$ cat src/rtl/risc_pkg.sv
// risc_pkg: shared widths, fetch-stage state encoding and NOP word for the KGP_RISC front end.
package risc_pkg;
  localparam int unsigned PC_W   = 10;
  localparam int unsigned INST_W = 32;

  typedef logic [1:0] fetch_state_t;
  localparam fetch_state_t IDLE = 2'd0;
  localparam fetch_state_t REQ  = 2'd1;
  localparam fetch_state_t WAIT = 2'd2;
  localparam fetch_state_t HOLD = 2'd3;

  // All-zero word decodes as a no-op; also the idle value of the instruction register.
  localparam logic [INST_W-1:0] NOP = '0;
endpackage

$ cat src/rtl/fetch_skid_buf.sv
// fetch_skid_buf: one-entry slot holding a prefetched word + npc while IF_ID is stalled.
// Only present when FETCH_SKID_EN is defined.
`ifdef FETCH_SKID_EN
module fetch_skid_buf
  import risc_pkg::NOP;
#(
  parameter int unsigned PC_W   = risc_pkg::PC_W,
  parameter int unsigned INST_W = risc_pkg::INST_W
) (
  input  logic              clk,
  input  logic              reset,
  input  logic              flush,
  input  logic              push,
  input  logic [INST_W-1:0] push_inst,
  input  logic [PC_W-1:0]   push_npc,
  input  logic              pop,
  output logic              valid,
  output logic [INST_W-1:0] inst,
  output logic [PC_W-1:0]   npc
);

  always_ff @(posedge clk or negedge reset) begin
    if (!reset) begin
      valid <= 1'b0;
      inst  <= INST_W'(NOP);
      npc   <= '0;
    end else if (flush) begin
      valid <= 1'b0;
    end else if (push) begin
      valid <= 1'b1;
      inst  <= push_inst;
      npc   <= push_npc;
    end else if (pop) begin
      valid <= 1'b0;
    end
  end

endmodule
`endif

$ cat src/rtl/instr_fetch.sv
// instr_fetch: KGP_RISC fetch stage feeding IF_ID; one outstanding imem fetch, stall/redirect aware.
// Define FETCH_SKID_EN to add a one-entry skid buffer that keeps fetching under a stall.
module instr_fetch
  import risc_pkg::fetch_state_t, risc_pkg::IDLE, risc_pkg::REQ, risc_pkg::WAIT,
         risc_pkg::HOLD, risc_pkg::NOP;
#(
  parameter int unsigned     PC_W     = risc_pkg::PC_W,
  parameter int unsigned     INST_W   = risc_pkg::INST_W,
  parameter logic [PC_W-1:0] RESET_PC = '0
) (
  input  logic              clk,
  input  logic              reset,
  input  logic              stall_in,
  input  logic              redirect_valid,
  input  logic [PC_W-1:0]   redirect_pc,
  output logic              imem_req,
  output logic [PC_W-1:0]   imem_addr,
  input  logic              imem_rvalid,
  input  logic [INST_W-1:0] imem_rdata,
  output logic              inst_valid,
  output logic [INST_W-1:0] inst_out,
  output logic [PC_W-1:0]   npc_out
);

  fetch_state_t    state;
  logic [PC_W-1:0] pc;
  logic [PC_W-1:0] pc_inc;
  logic            drop;
  logic            consume;
  logic            accept;
  logic            load_out;

  assign imem_req  = (state == REQ);
  assign imem_addr = imem_req ? pc : '0;
  assign pc_inc    = pc + PC_W'(1);
  assign consume   = inst_valid & ~stall_in;
  assign accept    = (state == WAIT) & imem_rvalid & ~drop;
  // A fresh word goes straight to the outputs if they are empty or being drained this edge.
  assign load_out  = accept & (~inst_valid | consume);

`ifdef FETCH_SKID_EN
  logic              skid_valid;
  logic              skid_push;
  logic              skid_pop;
  logic [INST_W-1:0] skid_inst;
  logic [PC_W-1:0]   skid_npc;

  assign skid_push = ~redirect_valid & accept & ~load_out;
  assign skid_pop  = ~redirect_valid & consume & skid_valid;

  fetch_skid_buf #(
    .PC_W   (PC_W),
    .INST_W (INST_W)
  ) u_skid (
    .clk       (clk),
    .reset     (reset),
    .flush     (redirect_valid),
    .push      (skid_push),
    .push_inst (imem_rdata),
    .push_npc  (pc_inc),
    .pop       (skid_pop),
    .valid     (skid_valid),
    .inst      (skid_inst),
    .npc       (skid_npc)
  );
`endif

  always_ff @(posedge clk or negedge reset) begin
    if (!reset) begin
      state      <= IDLE;
      pc         <= RESET_PC;
      drop       <= 1'b0;
      inst_valid <= 1'b0;
      inst_out   <= INST_W'(NOP);
      npc_out    <= '0;
    end else if (redirect_valid) begin
      pc         <= redirect_pc;
      inst_valid <= 1'b0;
      // A fetch issued but not yet answered must have its response swallowed.
      if (state == REQ || (state == WAIT && !imem_rvalid)) begin
        drop  <= 1'b1;
        state <= WAIT;
      end else begin
        drop  <= 1'b0;
        state <= REQ;
      end
    end else begin
      if (load_out) begin
        inst_out   <= imem_rdata;
        npc_out    <= pc_inc;
        inst_valid <= 1'b1;
      end
`ifdef FETCH_SKID_EN
      else if (skid_pop) begin
        inst_out   <= skid_inst;
        npc_out    <= skid_npc;
        inst_valid <= 1'b1;
      end
`endif
      else if (consume) begin
        inst_valid <= 1'b0;
      end

      case (state)
        IDLE: state <= REQ;
        REQ:  state <= WAIT;
        WAIT: begin
          if (imem_rvalid) begin
            if (drop) begin
              drop  <= 1'b0;
              state <= REQ;
            end else begin
              pc    <= pc_inc;
              state <= HOLD;
            end
          end
        end
        HOLD: begin
`ifdef FETCH_SKID_EN
          if (!skid_valid) state <= REQ;
`else
          if (!stall_in) state <= REQ;
`endif
        end
        default: state <= IDLE;
      endcase
    end
  end

endmodule

$ cat config.mk
export PLATFORM = sky130hd
export DESIGN_NAME = instr_fetch
export DESIGN_NICKNAME = d
export VERILOG_FILES = /design/src/rtl/risc_pkg.sv /design/src/rtl/fetch_skid_buf.sv /design/src/rtl/instr_fetch.sv
export SDC_FILE = /design/constraint.sdc
export NUM_CORES = 1
export LEC_CHECK = 0
export ABC_AREA = 1
export CAP_MARGIN = 10
export CORE_UTILIZATION = 47
export CTS_CLUSTER_DIAMETER = 50
export DETAILED_ROUTE_END_ITERATION = 10
export HOLD_SLACK_MARGIN = 0.02
export PLACE_DENSITY = 0.89
export SLEW_MARGIN = 20
export SYNTH_ARGS = -nofsm -noshare
export SYNTH_HDL_FRONTEND = slang
export SYNTH_HIERARCHICAL = 1
export SYNTH_SLANG_ARGS = --single-unit
$ cat constraint.sdc
create_clock -name clk -period 2.98 [get_ports clk]
set_input_delay 0.596 -clock clk [delete_from_list [all_inputs] [get_ports clk]]
set_output_delay 0.596 -clock clk [all_outputs]
set_load 0.03 [all_outputs]
==> results of run 1 <==
==> placed cells by master (no fill, tap or decap), types with 4 or more instances in the layout <==
master and n:
nand2_1 184, nand3_1 13, clkbuf_8 5, inv_1 33, dfrtp_1 56, buf_4 4
nor2_1 5, ha_1 4, clkdlybuf4s50_1 99, o21ai_0 11
==> routing by layer <==
layer | track usage [%] | up-vias
li1 | - | 1194
met1 | 28.3 | 1054
met2 | 35.6 | 86
met3 | 4.31 | 10
met4 | 7.69 | 0
met5 | 0 | -
==> critical path, cell delays in order, from the launching register on <==
cell and delay [ns]:
dfrtp_1 0.42, inv_1 0.09, ha_1 0.46, nand2_1 0.13
inv_1 0.07, clkdlybuf4s50_1 0.66
==> registers in the layout, indices dropped and copies added (netlist names) <==
register / count
drop: 1
npc_out: 10
pc: 10
inst_out: 32
inst_valid: 1
state: 2
==> power groups by stage <==
stage	Sequential, mW	Combinational, mW	Clock (mW)
2_1_floorplan	1.85	0.556	0
3_3_place_gp	1.28	1.95	0
3_5_place_dp	1.29	2.00	0
4_1_cts	1.28	2.00	0.405
5_1_grt	1.32	2.12	0.440
6_report	1.28	1.98	0.398
==> final cells by class <==
| type | instances | area share [%] |
|---|---|---|
| Clock buffer | 5 | 1.86 |
| Clock inverter | 2 | 0.338 |
| Inverter | 34 | 3.52 |
| Multi-Input combinational cell | 230 | 26.3 |
| Sequential cell | 56 | 37.9 |
| Tap cell | 70 | 2.37 |
| Timing Repair Buffer | 104 | 27.7 |
==> path summary, 6_finish.rpt <==
kind,from,end,cells after the start,slack (ns)
min,reset,inst_valid,1,0.35
min in group clk,inst_out[29],inst_out[29],2,0.48
max in group asynchronous,reset,inst_out[23],2,1.83
min reg2reg,inst_out[29],inst_out[29],2,0.48
max reg2reg,state[0],npc_out[1],9,1.23
max,state[1],imem_addr[1],5,0.25
==> cells by family (layout without fill, tap and decap cells) <==
logic type / count (synthesis) / count (layout) / synth area share (%)
simple gates: 207 / 207 / 31.3
compound gates: 16 / 16 / 3.34
buf+inv: 44 / 145 / 8.22
fa+ha+maj: 4 / 4 / 1.94
flops: 56 / 56 / 54.2
xor+xnor: 3 / 3 / 1.02
==> impl_results.md, run 1 <==
- Run status: completed
- Pint: 2.05 mW
- First-pass GRT wire length: 10000 um
- CP startpoint kind: flop
- Vias: approximately 2.3k
- Largest net degree at the start of global routing: 45
- Final Max Tran Viols: 0
- Synth Instances: 330
- Die Span X: 76.2 um
- Endpoints failing hold: 0
- Detailed placement HPWL: approximately 4300 um
- Critical path fanouts, max: 13
- Synthesized Nets: 381
- Starting Density: 49.7%
- CTS tree: done
- Number of synthesized flops with an enable pin: 0
- Sw frac: 44.0%
- Fraction of layout instances using a drive strength above 1: under 10%
- Gate power share: 54.1%
- Pleak: 1.93 nW
- Area of the mapped netlist: 2590 sq um
- Placed Instances: 494
- Clk slew on worst S/H paths: 0.10 ns
- Remaining Overflow, GRT: 0
- # diodes: 0
- Die area: 5800 sq um
- Yosys top cell area share: between 50% and 60%
- Worst Path Arrival: between 2 and 2.5 ns
- Syn. warnings: 6
- Hold Path Class: in -> async
- Clock Sink Count: 56
- Num ports: between 100 and 150
- Fin area: 3700 sq um
- Final Non-Filler Cells: 501
- #FFs+latches synth: 56
- Final period util: 91.7%
- Design Power: 3.66 mW
- Yosys top cell by area: dfrtp_1
- Reg power frac: around a third
- Post-synthesis average cell area: 7.84 sq um
- Clock root buffer: clkbuf_8
- Antenna violations before repair: 0
- Synth Flop Type: dfrtp_1
- Top routing layer used: met4
- Slew HR: 48.6%
- Maximum VDD drop: 0.000572 V
- CP Capture Type: output port
- Switching pwr: 1.61 mW
- Die height: 76.2 um
- Worst clock skew: approximately 0.0094 ns
- DRC viols: 0
- CTS Buffer Depth: 2
- CP Class: reg -> out
- Fmax: 0.366 GHz
- Post-layout util: slightly above 70%
- Layout area overhead: 43.0%
- Worst-Skew Late Latency: 0.31 ns
- Min Tclk post-route: 2.73 ns
- PnR worst setup slack: 0.248 ns
- Most common cell in the netlist: nand2_1
- Min Hold Slack: ~0.35 ns
- Sequential-to-total area share from yosys stat: a little over half
- Unrepaired setup endpoints after global routing: false
- Cell variety after synth: 22
- Number of hold-repair buffers added at the cts stage: 0
- Nets@finish: 482
- Initial DRC Count: 136
- GRT Total Usage: a little over a fifth
- Top post-synthesis cells by count: nand2_1 (184), dfrtp_1 (56), inv_1 (33)
- # rows: 26
- Area after DPL: 3620 sq um
- Area of the multi-input gates: 972 sq um
- Power per Cell Area: about 990 nW/um^2
- Vias/cell: between 4 and 5
- WL met1: 2710 um
- Post-route setup TNS: 0 ns
- Ranking of synthesized cells by area: dfrtp_1 (54%), nand2_1 (27%), inv_1 (4.8%)
- Vias in the first global route: 2225
- PortBufs: 100
- Register area: 1400 sq um
- Clock power share: between 10% and 20%
- Finish-stage setup viols: 0
- Detailed route wirelength on metal2: 2850 um
- Final-layout fill cell count: roughly 420
- Max H-tree Level: 2
- RePlAce Congestion: 0.802
- Post-CTS setup buffers: 0
- Data required time at the worst endpoint: 2.38 ns
- Drt total wl: 5980 um
- DP Worst Slack: 0.588 ns
- Async SR Flop Fraction: 100%
- Core ar.: 5200 sq um
- Max-cap viol count: 0
- 1st-pass router iterations: 4
- Post-DRT Antenna Nets: 0
- Worst Tran Pin Value: 0.771 ns
- WL met3: about 310 um
- WL/cell: approximately 12 um
- Total CTS buffers: 5
- Resized Gates After CTS: 0
No activity file was read; power rests on OpenSTA's default activity.
==> run 2: changes to the inputs <==
--- a/config.mk
+++ b/config.mk
@@ -7,11 +7,13 @@
 export LEC_CHECK = 0
 export ABC_AREA = 1
 export CAP_MARGIN = 10
-export CORE_UTILIZATION = 47
+export CORE_UTILIZATION = 62
 export CTS_CLUSTER_DIAMETER = 50
 export DETAILED_ROUTE_END_ITERATION = 10
+export DONT_BUFFER_PORTS = 1
 export HOLD_SLACK_MARGIN = 0.02
-export PLACE_DENSITY = 0.89
+export PLACE_DENSITY = 0.82
+export SKIP_LAST_GASP = 1
 export SLEW_MARGIN = 20
 export SYNTH_ARGS = -nofsm -noshare
 export SYNTH_HDL_FRONTEND = slang
==> constraint.sdc (replaced) <==
create_clock -name clk -period 2.6 [get_ports clk]
set_input_delay 0.52 -clock clk [delete_from_list [all_inputs] [get_ports clk]]
set_output_delay 0.52 -clock clk [all_outputs]
set_load 0.03 [all_outputs]
==> impl_results.md, run 2 (synthesis gave the netlist of run 1 again) <==
- Clk slew on worst S/H paths: 0.09 ns (was 0.10 ns)
- Commonest cells after routing, fill and taps aside: nand2_1 (184), dfrtp_1 (56), inv_1 (33) (was nand2_1 (184), clkdlybuf4s50_1 (99), dfrtp_1 (56))
- Final Non-Filler Cells: 381 (was 501)
- Run status: completed (unchanged)
- Final Max Tran Viols: 0 (unchanged)
- Data required time at the worst endpoint: 2.08 ns (was 2.38 ns)
- Endpoints failing hold: 0 (unchanged)
- Fmax: between 0.4 and 0.5 GHz
- Critical path fanouts, max: 11 (was 13)
- Clock Sink Count: 56 (unchanged)
- 1st-pass router iterations: 4 (unchanged)
- Vias: 1977 (was 2344)
- Core ar.: 4000 sq um (was 5200 sq um)
- Pint: 1.70 mW (was 2.05 mW)
- Post-DRT Antenna Nets: 0 (unchanged)
- CP Capture Type: output port (unchanged)
- Pleak: 1.57 nW (was 1.93 nW)
- Switching pwr: 1.73 mW (was 1.61 mW)
- Drt total wl: 5050 um (was 5980 um)
- Post-CTS setup buffers: 0 (unchanged)
- Largest net degree at the start of global routing: 57 (was 45)
- Leading cell type in the layout, fill and taps excluded: nand2_1 (unchanged)
- Slowest CP cell: ha_1 (was clkdlybuf4s50_1)
- First-pass GRT wire length: 7890 um (was 10000 um)
- Area after DPL: 2590 sq um (was 3620 sq um)
- Clock power share: 14.1% (was 10.9%)
- Final-layout fill cell count: 362 (was 418)
- CTS tree: done (unchanged)
- Max-cap viol count: 0 (unchanged)
- DRC viols: 0 (unchanged)
- Power per Cell Area: 1260 nW/um^2 (was 990 nW/um^2)
- Most used cell, CP: inv_1 (unchanged)
- Total CTS buffers: 5 (unchanged)
- Detailed placement HPWL: 3640 um (was 4330 um)
- Largest register FFs: 32 (unchanged)
- CP Class: reg -> out (unchanged)
- Slowest stage delay, CP: 0.43 ns (was 0.66 ns)
- CP startpoint kind: flop (unchanged)
- Max H-tree Level: 2 (unchanged)
- Worst clock skew: 0.00292 ns (was 0.00943 ns)
- Starting Density: 64.7% (was 49.7%)
- Unrepaired setup endpoints after global routing: false (unchanged)
- R2R Setup Slk: 0.58 ns (was 1.23 ns)
- Post-route setup TNS: 0 ns (unchanged)
- Worst Tran Pin Value: 0.522 ns (was 0.771 ns)
- # diodes: 0 (unchanged)
- Nets@finish: 381 (was 482)
- PnR worst setup slack: 0.488 ns (was 0.248 ns)
- PortBufs: 0 (was 100)
- Fraction of layout instances using a drive strength above 1: 4.83% (was 3.94%)
- Sw frac: 50.3% (was 44.0%)
- Die height: 66.6 um (was 76.2 um)
- Antenna violations before repair: 0 (unchanged)
- Finish-stage setup viols: 0 (unchanged)
- Num ports: 101 (unchanged)
- Gate power share: 22.6% (was 54.1%)
- CTS Buffer Depth: 2 (unchanged)
- Final period util: 81.2%
- Die Span X: 66.6 um (was 76.2 um)
- GRT Total Usage: 24.0% (was 21.6%)
- DP Worst Slack: 0.580 ns (was 0.588 ns)
- Hold Path Class: in -> async (unchanged)
- Worst-path cell chain: inv_1 -> ha_1 -> nand2_1 -> inv_1 (was inv_1 -> ha_1 -> nand2_1 -> inv_1 -> clkdlybuf4s50_1)
- RePlAce Congestion: 0.883 (was 0.802)
- Worst Path Arrival: 1.59 ns (was 2.14 ns)
- Most flop-heavy register: inst_out (unchanged)
- Worst-Skew Late Latency: 0.30 ns (was 0.31 ns)
- Slew HR: 65.1% (was 48.6%)
- Initial DRC Count: 101 (was 136)
- Remaining Overflow, GRT: 0 (unchanged)
- Maximum VDD drop: 0.000633 V (was 0.000572 V)
- Die area: 4430 sq um (was 5800 sq um)
- Vias in the first global route: 1804 (was 2225)
- Clock root buffer: clkbuf_8 (unchanged)
- Fin area: 2720 sq um (was 3700 sq um)
- WL/cell: 13.2 um (was 11.9 um)
- Layout area overhead: 5.08% (was 43.0%)
- # rows: 23 (was 26)
- Regs by FF count: inst_out: 32 flops, npc_out: 10 flops, pc: 10 flops (unchanged)
- Reg power frac: 63.3% (was 35.1%)
- Placed Instances: 372 (was 494)
- Min Tclk post-route: 2.11 ns
- Vias/cell: 5.19 (was 4.68)
## run 2: cell types whose count changed in the layout (fill, tap and decap cells not counted)
| cell | delta |
|---|---|
| buf_4 | -3 |
| clkbuf_8 | +1 |
| buf_2 | -1 |
| buf_16 | +1 |
| clkinvlp_4 | -1 |
| inv_6 | +1 |
| clkdlybuf4s50_1 | -99 |
| buf_12 | +1 |
## run 2: power groups by stage
stage / logic (mW) / clock network (mW) / registers [mW]
global placement: 0.710 / 0 / 2.19
CTS: 0.783 / 0.504 / 2.18
floorplan: 0.637 / 0 / 2.12
finish: 0.775 / 0.484 / 2.17
detailed placement: 0.761 / 0 / 2.19
global route: 0.896 / 0.530 / 2.23
## run 2: per-layer routing
metal / GRT usage, % / up-vias / wire [um]
met5: 0 / - / 0
met4: 5.05 / 0 / 36
met3: 7.02 / 5 / 413
met2: 40.8 / 76 / 2410
met1: 30.1 / 906 / 2190
li1: - / 990 / -
## run 2: cell type report
class | instances | area [sq um] | share of cell area, %
multi-input cells | 230 | 972 | 35.8
well taps | 50 | 62.6 | 2.30
clock inverters | 2 | 13.8 | 0.506
flip-flops and latches | 56 | 1400 | 51.6
inverters | 34 | 130 | 4.79
repair buffers | 3 | 55.1 | 2.03
clock buffers | 6 | 82.6 | 3.04
## run 2: path summary, 6_finish.rpt
| path | to | depth (start not counted) | startpoint |
|---|---|---|---|
| setup / recovery | imem_addr[4] | 4 | state[1] |
| hold / removal | inst_out[1] | 1 | reset |
| setup reg to reg | inst_out[4] | 9 | state[0] |
| hold reg to reg | state[1] | 2 | state[1] |
| max in group asynchronous | pc[6] | 1 | reset |
| min in group clk | inst_valid | 1 | redirect_valid |
## run 2: critical path, delay by kind of cell (launching register included)
kind	cells	cell delay (ns)
fa+ha+maj	1	0.43
buf+inv	2	0.30
flops	1	0.42
simple gates	1	0.14
## run 2: through the flow
stage	hold WS [ns]	utilization (%)	total power, mW
after floorplan	0.224	-	2.76
after global placement	0.226	64.8	2.90
after detailed placement	0.226	64.8	2.95
after CTS	0.0712	67.9	3.47
after global routing	0.0673	67.9	3.66
final	0.0675	67.9	3.43
## run 2: repair_timing
| item | 4_1_cts | 5_1_grt |
|---|---|---|
| endpoints found under the hold margin | 56 | 0 |
| gates resized for setup | 0 | 0 |
| hold buffers | 1 | 0 |
==> run 3: changes to the inputs <==
==> constraint.sdc (replaced) <==
create_clock -name clk -period 2.2 [get_ports clk]
set_input_delay 0.44 -clock clk [delete_from_list [all_inputs] [get_ports clk]]
set_output_delay 0.44 -clock clk [all_outputs]
set_load 0.03 [all_outputs]
==> impl_results.md, run 3 (synthesis gave the netlist of run 1 again) <==
- Core ar.: 4000 sq um (unchanged)
- Most used cell, CP: inv_1 (unchanged)
- Run status: complete, but fails checks (was completed)
- Clock root buffer: clkbuf_8 (unchanged)
- Remaining Overflow, GRT: 0 (unchanged)
- Pint: 1.98 mW (was 1.70 mW)
- First-pass GRT wire length: 7580 um (was 7890 um)
- PortBufs: 0 (unchanged)
- Worst Path Arrival: 1.57 ns (was 1.59 ns)
- Maximum VDD drop: 0.000827 V (was 0.000633 V)
- CP bufs+invs: 2 (unchanged)
- Reg power frac: 63.9% (was 63.3%)
- Post-CTS setup buffers: 0 (unchanged)
- Num ports: 101 (unchanged)
- Post-route setup TNS: 0 ns (unchanged)
- Switching pwr: 2.05 mW (was 1.73 mW)
- Max-cap viol count: 0 (unchanged)
- Total CTS buffers: 5 (unchanged)
- CP Class: reg -> out (unchanged)
- Largest register FFs: 32 (unchanged)
- Die height: 66.6 um (unchanged)
- Min Tclk post-route: 2.01 ns
- Fraction of layout instances using a drive strength above 1: 4.82% (was 4.83%)
- Clk slew on worst S/H paths: 0.10 ns (was 0.09 ns)
- Slowest stage delay, CP: 0.42 ns (was 0.43 ns)
- Layout area overhead: 4.74% (was 5.08%)
- Max H-tree Level: 2 (unchanged)
- # diodes: 0 (unchanged)
- CP startpoint kind: flop (unchanged)
- Starting Density: 64.7% (unchanged)
- Data required time at the worst endpoint: 1.76 ns (was 2.08 ns)
- RePlAce Congestion: 0.894 (was 0.883)
- Sw frac: 50.8% (was 50.3%)
- Pleak: 1.56 nW (was 1.57 nW)
- Hold Path Class: in -> reg (was in -> async)
- Commonest cells after routing, fill and taps aside: nand2_1 (184), dfrtp_1 (56), inv_1 (33) (unchanged)
- DP Worst Slack: 0.453 ns (was 0.580 ns)
- CTS tree: done (unchanged)
- Worst clock skew: 0.00814 ns (was 0.00292 ns)
- Endpoints failing hold: 0 (unchanged)
- Post-DRT Antenna Nets: 0 (unchanged)
- Final Max Tran Viols: 0 (unchanged)
- Most flop-heavy register: inst_out (unchanged)
- Slowest CP cell: dfrtp_1 (was ha_1)
- Failing checks: design-rule violations
- Slew HR: 70.6% (was 65.1%)
- Final period util: 91.3%
- Design Power: 4.03 mW (was 3.43 mW)
- Fmax: 0.498 GHz
- Clock power share: 13.9% (was 14.1%)
- GRT Total Usage: 23.3% (was 24.0%)
- Worst-Skew Late Latency: 0.31 ns (was 0.30 ns)
- CP Capture Type: output port (unchanged)
- Leading cell type in the layout, fill and taps excluded: nand2_1 (unchanged)
- WL/cell: 13.0 um (was 13.2 um)
- Antenna violations before repair: 0 (unchanged)
- Power per Cell Area: 1490 nW/um^2 (was 1260 nW/um^2)
- DRC viols: 2 (was 0)
- Final-layout fill cell count: 335 (was 362)
- Resized Gates After CTS: 0 (unchanged)
- Die Span X: 66.6 um (unchanged)
- Initial DRC Count: 93 (was 101)
- Vias in the first global route: 1799 (was 1804)
- Gate power share: 22.2% (was 22.6%)
- PnR worst setup slack: 0.191 ns (was 0.488 ns)
- # rows: 23 (unchanged)
- Detailed placement HPWL: 3450 um (was 3640 um)
- Die area: 4430 sq um (unchanged)
- Largest net degree at the start of global routing: 57 (unchanged)
- Nets@finish: 382 (was 381)
- Post-layout util: 67.7% (was 67.9%)
- Regs by FF count: inst_out: 32 flops, npc_out: 10 flops, pc: 10 flops (unchanged)
- Worst Tran Pin Value: 0.438 ns (was 0.522 ns)
- Clock Sink Count: 56 (unchanged)
- Vias/cell: 5.04 (was 5.19)
- Unrepaired setup endpoints after global routing: false (unchanged)
- Worst-path cell chain: inv_1 -> ha_1 -> nand2_1 -> inv_1 (unchanged)
- Finish-stage setup viols: 0 (unchanged)
- CTS Buffer Depth: 2 (unchanged)
- Top delay family on crit path: flip-flops (was adder cells)
- Min Hold Slack: 0.236 ns (was 0.0675 ns)
- Vias: 1927 (was 1977)
- Critical path fanouts, max: 11 (unchanged)
- 1st-pass router iterations: 7 (was 4)
- Drt total wl: 4970 um (was 5050 um)
## run 3: metrics by stage
step | instance area [sq um] | instances
floorplan | 2590 | 330
global placement | 2580 | 372
detailed placement | 2580 | 372
CTS | 2710 | 382
global route | 2710 | 382
finish | 2710 | 382
## run 3: final timing paths
check	start	end	slack, ns	depth (start not counted)
max reg2reg	state[0]	inst_out[28]	0.43	9
min	imem_rdata[20]	inst_out[20]	0.24	2
min in group asynchronous	reset	inst_out[26]	0.65	2
max in group asynchronous	reset	inst_valid	1.32	2
min reg2reg	pc[4]	pc[4]	0.58	2
max	state[1]	imem_addr[4]	0.19	4
## run 3: area by class of cell
type                            count  area [sq um]  share of cell area, %
Clock inverter                      3          21.3                  0.785
Sequential cell                    56          1400                   51.7
Clock buffer                        5          68.8                   2.54
Tap cell                           50          62.6                   2.31
Inverter                           34           130                   4.80
Timing Repair Buffer                4          52.6                   1.94
Multi-Input combinational cell    230           972                   35.9
## run 3: what timing repair did
item | 4_1_cts | 5_1_grt
hold endpoints to repair | 56 | 0
hold buffers | 2 | 0
setup endpoints to repair | 0 | 0
## run 3: power by group through the flow
stage                     logic (mW)  registers [mW]  clock network (mW)
after floorplan                0.752            2.51                   0
after global placement         0.839            2.58                   0
after detailed placement       0.885            2.59                   0
after CTS                      0.911            2.58               0.580
after global routing            1.04            2.63               0.616
final                          0.894            2.57               0.560
## run 3: routing by layer
layer  up-vias  GRT usage, %  wire length, um
met1       859          27.3             2140
met5         -             0                0
met2        70          40.3             2400
li1        996             -                -
met4         0          6.91               21
met3         2          7.71              417
